[config.mk]
export PLATFORM = sky130hd
export DESIGN_NAME = mult_div_unit
export DESIGN_NICKNAME = d
export VERILOG_FILES = /design/src/rtl/mult_div_unit.sv
export SDC_FILE = /design/constraint.sdc
export NUM_CORES = 1
export LEC_CHECK = 0
export ABC_AREA = 1
export BUFFER_PORTS_ARGS = -buffer_cell sky130_fd_sc_hd__buf_2
export CAP_MARGIN = 5
export CORE_MARGIN = 3
export CORE_UTILIZATION = 40
export DETAILED_ROUTE_END_ITERATION = 7
export PLACE_DENSITY = 0.54
export SYNTH_ARGS = -nofsm -noshare
export SYNTH_HDL_FRONTEND = slang
export SYNTH_SLANG_ARGS = --single-unit
export TNS_END_PERCENT = 10
[constraint.sdc]
create_clock -name CLK -period 3.1 [get_ports CLK]
set_clock_uncertainty 0.2 [all_clocks]
set_input_delay 0.31 -clock CLK [delete_from_list [all_inputs] [get_ports CLK]]
set_output_delay 0.31 -clock CLK [all_outputs]
set_load 0.02 [all_outputs]
[src/rtl/mult_div_unit.sv]
// ============================================================================
//  Module      : mult_div_unit
//  Description : Iterative 32-bit multiply/divide unit (MULT, MULTU, DIV,
//                DIVU) with HI/LO result registers, MTHI/MTLO write port and
//                a Busy/Done handshake for hazard stalling.
//  Revision    : 1.0 - initial release
// ============================================================================
`default_nettype none

module mult_div_unit (
    input  logic        CLK,
    input  logic        RSTn,
    input  logic        Start,
    input  logic [1:0]  Op,
    input  logic [31:0] A,
    input  logic [31:0] B,
    input  logic        HiWrite,
    input  logic        LoWrite,
    input  logic [31:0] WD,
    output logic        Busy,
    output logic        Done,
    output logic [31:0] HI,
    output logic [31:0] LO
);

    typedef enum logic [1:0] {
        IDLE = 2'd0,
        CALC = 2'd1,
        FIX  = 2'd2
    } state_t;

    state_t      state;
    state_t      state_next;

    logic [5:0]  count;
    logic [1:0]  op_q;
    logic        sign_a;
    logic        sign_b;
    logic        div_zero;
    logic [31:0] a_orig;
    // Multiplicand for MULT*, divisor for DIV*
    logic [31:0] opnd;
    // MULT*: {partial product, remaining multiplier bits}
    // DIV* : {partial remainder, dividend/quotient shift register}
    logic [63:0] acc;

    logic [31:0] a_mag;
    logic [31:0] b_mag;
    logic [32:0] mul_sum;
    logic [63:0] mul_next;
    logic [33:0] div_diff;
    logic [63:0] div_next;
    logic        neg_res;
    logic        neg_rem;
    logic [63:0] prod;
    logic [31:0] quo;
    logic [31:0] rem;
    logic [31:0] hi_res;
    logic [31:0] lo_res;

    // Operand magnitudes: signed ops strip the sign, unsigned ops pass through
    always_comb begin
        a_mag = A;
        b_mag = B;
        if (!Op[0]) begin
            if (A[31]) a_mag = -A;
            if (B[31]) b_mag = -B;
        end
    end

    // One shift-add step and one restoring-divide step, plus FIX-cycle results
    always_comb begin
        mul_sum  = {1'b0, acc[63:32]} + (acc[0] ? {1'b0, opnd} : 33'd0);
        mul_next = {mul_sum, acc[31:1]};

        // Trial subtract of the divisor from {remainder, next dividend bit};
        // bit 33 set means it borrowed and the remainder is restored
        div_diff = {1'b0, acc[63:31]} - {2'b00, opnd};
        if (div_diff[33])
            div_next = {acc[62:0], 1'b0};
        else
            div_next = {div_diff[31:0], acc[30:0], 1'b1};

        neg_res = !op_q[0] && (sign_a ^ sign_b);
        neg_rem = !op_q[0] && sign_a;
        prod    = neg_res ? -acc : acc;
        quo     = neg_res ? -acc[31:0] : acc[31:0];
        rem     = neg_rem ? -acc[63:32] : acc[63:32];

        if (op_q[1]) begin
            hi_res = div_zero ? a_orig : rem;
            lo_res = div_zero ? 32'hFFFF_FFFF : quo;
        end else begin
            hi_res = prod[63:32];
            lo_res = prod[31:0];
        end
    end

    // State register
    always_ff @(posedge CLK) begin
        if (!RSTn) state <= IDLE;
        else       state <= state_next;
    end

    // Next-state logic: 32 CALC iterations, then a single FIX cycle
    always_comb begin
        state_next = state;
        case (state)
            IDLE:    if (Start) state_next = CALC;
            CALC:    if (count == 6'd31) state_next = FIX;
            FIX:     state_next = IDLE;
            default: state_next = IDLE;
        endcase
    end

    // Datapath, HI/LO registers and handshake outputs
    always_ff @(posedge CLK) begin
        if (!RSTn) begin
            count    <= 6'd0;
            op_q     <= 2'b00;
            sign_a   <= 1'b0;
            sign_b   <= 1'b0;
            div_zero <= 1'b0;
            a_orig   <= 32'd0;
            opnd     <= 32'd0;
            acc      <= 64'd0;
            HI       <= 32'd0;
            LO       <= 32'd0;
            Busy     <= 1'b0;
            Done     <= 1'b0;
        end else begin
            Busy <= (state_next != IDLE);
            Done <= (state == FIX);
            case (state)
                IDLE: begin
                    // Direct writes only while idle; a same-cycle Start still
                    // launches and its result overwrites these at FIX
                    if (HiWrite) HI <= WD;
                    if (LoWrite) LO <= WD;
                    if (Start) begin
                        op_q     <= Op;
                        sign_a   <= A[31];
                        sign_b   <= B[31];
                        div_zero <= (B == 32'd0);
                        a_orig   <= A;
                        count    <= 6'd0;
                        if (Op[1]) begin
                            opnd <= b_mag;
                            acc  <= {32'd0, a_mag};
                        end else begin
                            opnd <= a_mag;
                            acc  <= {32'd0, b_mag};
                        end
                    end
                end
                CALC: begin
                    count <= count + 6'd1;
                    acc   <= op_q[1] ? div_next : mul_next;
                end
                FIX: begin
                    HI <= hi_res;
                    LO <= lo_res;
                end
                default: ;
            endcase
        end
    end

endmodule

`default_nettype wire
Yosys cells after proc, flatten, opt, wreduce, memory -nomap -nowiden
Index checks and enable logic that the tools add are counted.

Bits in registers: 207. Output and inout port bits: 66.

Add/sub/neg operators: 8. Equal/unequal tests: 6. Muxes and demuxes: 27. Bitwise gates (word level): 1. Reductions and logical operators: 12.

Operators with widths (count): 32-bit 2-to-1 mux (15); 64-bit 2-to-1 mux (4); 32-bit negator (4); 32-bit one-hot mux with 2 select lines (2); 64-bit one-hot mux with 2 select lines (1); 64-bit negator (1); 33-bit by 32-bit subtractor with 34-bit output (1); 32-bit by 32-bit adder with 33-bit output (1); 32-bit zero test (1); 6-bit one-hot mux with 2 select lines (1); 2-bit AND reduction (4); 6-bit by 1-bit adder with 6-bit output (second input constant) (1); 6-bit by 5-bit equality test with 1-bit output (second input constant) (1); 6-bit 2-to-1 mux (1); 2-bit inequality test (second input constant) (3); 2-bit nonzero test (3); 2-bit 2-to-1 mux (2); 2-bit one-hot mux with 2 select lines (1); 2-bit by 1-bit equality test with 1-bit output (second input constant) (1); 2-bit equality test (second input constant) (1); 1-bit logical AND (2); 2-bit zero test (1); 1-bit zero test (1); 1-bit bitwise XOR (1).

Logic depth before layout (Yosys ltp)
Word-level depth: 6. Depth in mapped cells: 22. Depth with buffers taken out: 20.

Least setup slack after synthesis
OpenSTA, ideal clock, no wires.

Kind: reg-to-reg. Start point: register acc[0]. End point: register acc[53]. Arrival: 2.418 ns. Data required time: 2.767 ns. Path slack: 0.348 ns. Cell stages (with the launch flop): 22. Path buffers: 2. Clock period less this slack: 2.752 ns. Cell sequence: dfxtp_1 > buf_2 > buf_1 > nand2_1 > inv_1 > ha_1 > inv_1 > fa_1 > inv_1 > nand3_1 > nand3_1 > nand2_1 > nand2_1 > nand2_1 > nand2_1 > nand2_1 > nand3_1 > nand3_1 > nand2_1 > inv_1 > nand2_1 > a21oi_2.

Longest elaborated chain between the ends: 4.

Ends and longest elaborated chain: from (decl) (RTL line 45) `logic [63:0] acc;`; from (signal assigned) (RTL line 149) `acc <= {32'd0, a_mag};`; from (signal assigned) (RTL line 152) `acc <= {32'd0, b_mag};`; from (signal assigned) (RTL line 158) `acc <= op_q[1] ? div_next : mul_next;`; 32-bit 2-to-1 mux (RTL line 73) `mul_sum = {1'b0, acc[63:32]} + (acc[0] ? {1'b0, opnd} : 33'd0);`; 32-bit by 32-bit adder with 33-bit output (RTL line 73); 64-bit 2-to-1 mux (RTL line 158); 64-bit one-hot mux with 2 select lines (RTL line 134) `case (state)`.

Every way passes these cells. A chain may end at the register's enable or synchronous reset.

Worst setup path after layout
Start point: register acc[0]. End point: register acc[57].

Same word-level chain as after synthesis.

==> flow_metrics.tcl <==
set metrics [dict create \
    status "complete, no violations" \
    area_delta_synth_final_pct 18.24 \
    path_buf_inv 3 \
    setup_viol 0 \
    synth_edf_count 0 \
    synth_top_flop_cell "dfxtp_1" \
    rr_startpoint "acc[0]" \
    fin_crit_sh_pct 94.93 \
    antenna_found_initial 4 \
    drive_gt1_share_pct 11.04 \
    p_leak_nw 11.59 \
    via_per_inst 5.670 \
    cpMostUsedCell "nand2_1" \
    clk_pin_slew_worst_paths_ns 0.06 \
    initial_core_util_pct 40.64 \
    cts-root-buf "clkbuf_16" \
    path_depth 16 \
    max_cap_violations 0 \
    grt_max_degree 62 \
    io-pin-count 169 \
    port_buffers 168 \
    arrival_ns 3.23 \
    die_area_mm2 0.05129 \
    critPathRequiredTime_ns 3.39 \
    synthDistinctLibCells 53 \
    die_height_um 226.5 \
    synth_top_family_by_area "simple AND/OR/NAND/NOR gates" \
    track_usage_pct 35.60 \
    place_hpwl_um 75070 \
    core_mm2 0.04785 \
    finalNetCount 3850 \
    relSlewSlack_pct 26.67 \
    cts_made_buffers 27 \
    clk_path_buf_depth 3 \
    yosysSeqAreaShare_pct 21.21 \
    maxSlewViolCount 0 \
    ys_async_sr_fraction_pct 0 \
    clock_sinks 206 \
    synth_nets 3639 \
    peakVddDrop_mv 0.3941 \
    ys_warn_count 0 \
    synth-simple-area-share_pct 37.94 \
    layout.cells.most_common "nand2_1" \
    worstSetupEndpoint "acc[57]" \
    startpoint "acc[0]" \
    cp-start-kind "flip-flop" \
    ys_seq_elements 206 \
    p_total_mw 10.66 \
    endpoint_kind "flip-flop" \
    syn_area_mm2 0.01944 \
    drt-pass1-iter-count 8 \
    wire_per_inst_um 21.90 \
    final_cell_mix "925 x nand2_1, 420 x inv_1, 349 x a21oi_1" \
    path_cells "buf_12 > nand2_1 > inv_1 > ha_1 > nand2_1 > nor2_2 > nand2_1 > nor4_2 > nand2_1 > nand2_1 > nand2_1 > nand3_1 > nand2_1 > inv_1 > nand2_1 > a21oi_1" \
    reg2reg_to "acc[57]" \
    tightest_slew_ns 1.098 \
    fin_crit_ns 2.943 \
    r2r_slack_ns 0.16 \
    fin_area_mm2 0.02299 \
    first_iter_violations 3070 \
    clk-insertion-delay-late_ns 0.58 \
    instances_no_fill 4312 \
    cts_tree "done" \
    hold_class "in -> reg" \
    reg2reg_depth 16 \
    postRouteAntennaNets 0 \
    cp_max_fo 31 \
    dpl.cell_count 4194 \
    critPathKind "reg -> reg" \
    grt_overflow 0 \
    synth_xor_xnor_area_share_pct 2.568 \
    fmax_mhz 339.8 \
    grt_pass1_wl_um 138700 \
    wl_um 94440 \
    synth_compound_area_share_pct 21.82 \
    rows 80 \
    dr_total_vias 24450 \
    setup-tns-final_ns 0 \
    grt_pass1_vias 22020 \
    synth_adder_area_share_pct 4.646 \
    die_w_um 226.5 \
    hold_viol 0 \
    power.density_mw_per_mm2 463.7 \
    rsz0062_at_grt "yes" \
    muxShareOfSynthArea_pct 0 \
    drc_errors 0 \
    fill_cells 5206 \
    avgSynthCellArea_um2 5.611 \
    cp_slowest_stage_delay_ns 0.40 \
    routabilityCongestion 1.033 \
    cpMaxStageDelayCell "ha_1" \
    h-tree-depth 1 \
    placed_area_mm2 0.02132 \
    crit_family "simple AND/OR/NAND/NOR gates" \
    syn_inst 3465 \
]
## final cells by class
class,count,area [um2],share of cell area (%)
clock buffers,35,755.7,3.287
inverters,437,1642,7.141
flip-flops and latches,206,4125,17.94
repair buffers,336,2400,10.44
multi-input cells,2668,13080,56.91
well taps,615,769.5,3.347
clock inverters,14,211.5,0.9198
diodes,1,2.502,0.01089
## synthesized netlist by cell type, drive strengths merged, types with 5 or more instances
master	count	area (um2)
a21oi	359	1831
a31oi	11	68.82
and2	7	43.79
buf	50	265.3
clkbuf	104	392.9
dfxtp	206	4124
ha	69	863.3
inv	434	1629
nand2	941	3577
nand3	310	1556
nand3b	17	127.6
nand4	42	262.8
nor2	368	1453
nor3	36	205.2
nor4	7	43.79
o211ai	18	145.1
o21ai	350	1774
o21bai	12	90.09
o221ai	5	43.79
o22ai	16	100.1
o31ai	6	45.04
or2	17	106.4
xnor2	6	52.55
xor2	51	446.7
## stage by stage
stage                     util (%)  setup WS, ns  hold slack (ns)
after floorplan                  -        0.3482           0.2371
after global placement       44.55        0.1752           0.2590
after detailed placement     44.55        0.1529           0.2576
after CTS                    47.99        0.1304          0.02428
after global routing         48.04      -0.02471          0.07499
final                        48.05        0.1571          0.05100
## state kept, by name, summed over array words and instances (netlist names), 2 cells and up
signal,cells
state,2
HI,32
acc,64
op_q,2
count,6
LO,32
a_orig,31
opnd,32
## power breakdown
group	internal [mW]	switching [mW]	leakage (nW)
Clock	2.07	1.40	0.476
Sequential	2.86	0.234	1.70
Combinational	1.26	2.83	9.42
## logic make-up (layout without fill, tap and decap cells)
logic type                 after synthesis  after routing
other                                    0              1
adders and majority gates               71             71
AOI/OAI and AO/OA                      795            795
buffers and inverters                  591            822
and+or+nand+nor                       1745           1745
DFF                                    206            206
xor gates and xnor gates                57             57
## per-layer routing
metal | wire [um] | GRT usage, % | vias to the layer above
met5 | 57 | 0 | -
met4 | 3332 | 10.98 | 2
met3 | 10030 | 7.613 | 145
met2 | 39630 | 52.60 | 1272
met1 | 41380 | 51.58 | 11280
li1 | - | - | 11750
## worst min-delay path, delay by kind of cell
family | cells | cell delay [ns]
simple gates | 3 | 0.22
buf+inv | 2 | 0.18
compound gates | 1 | 0.08
## worst min path at each step
stage	startpoint	to	depth (start not counted)
global route	B[21]	opnd[21]	5
finish	B[25]	opnd[25]	6
floorplan	count[5]	count[5]	1
global placement	count[5]	count[5]	1
detailed placement	count[5]	count[5]	1
CTS	LoWrite	LO[4]	4
## timing repair
item	CTS	global route
setup endpoints to repair	0	7
endpoints found under the hold margin	101	0
resized for setup	0	7
hold buffers	68	0
buffers inserted	0	0
(Power assumes the default switching activity.)
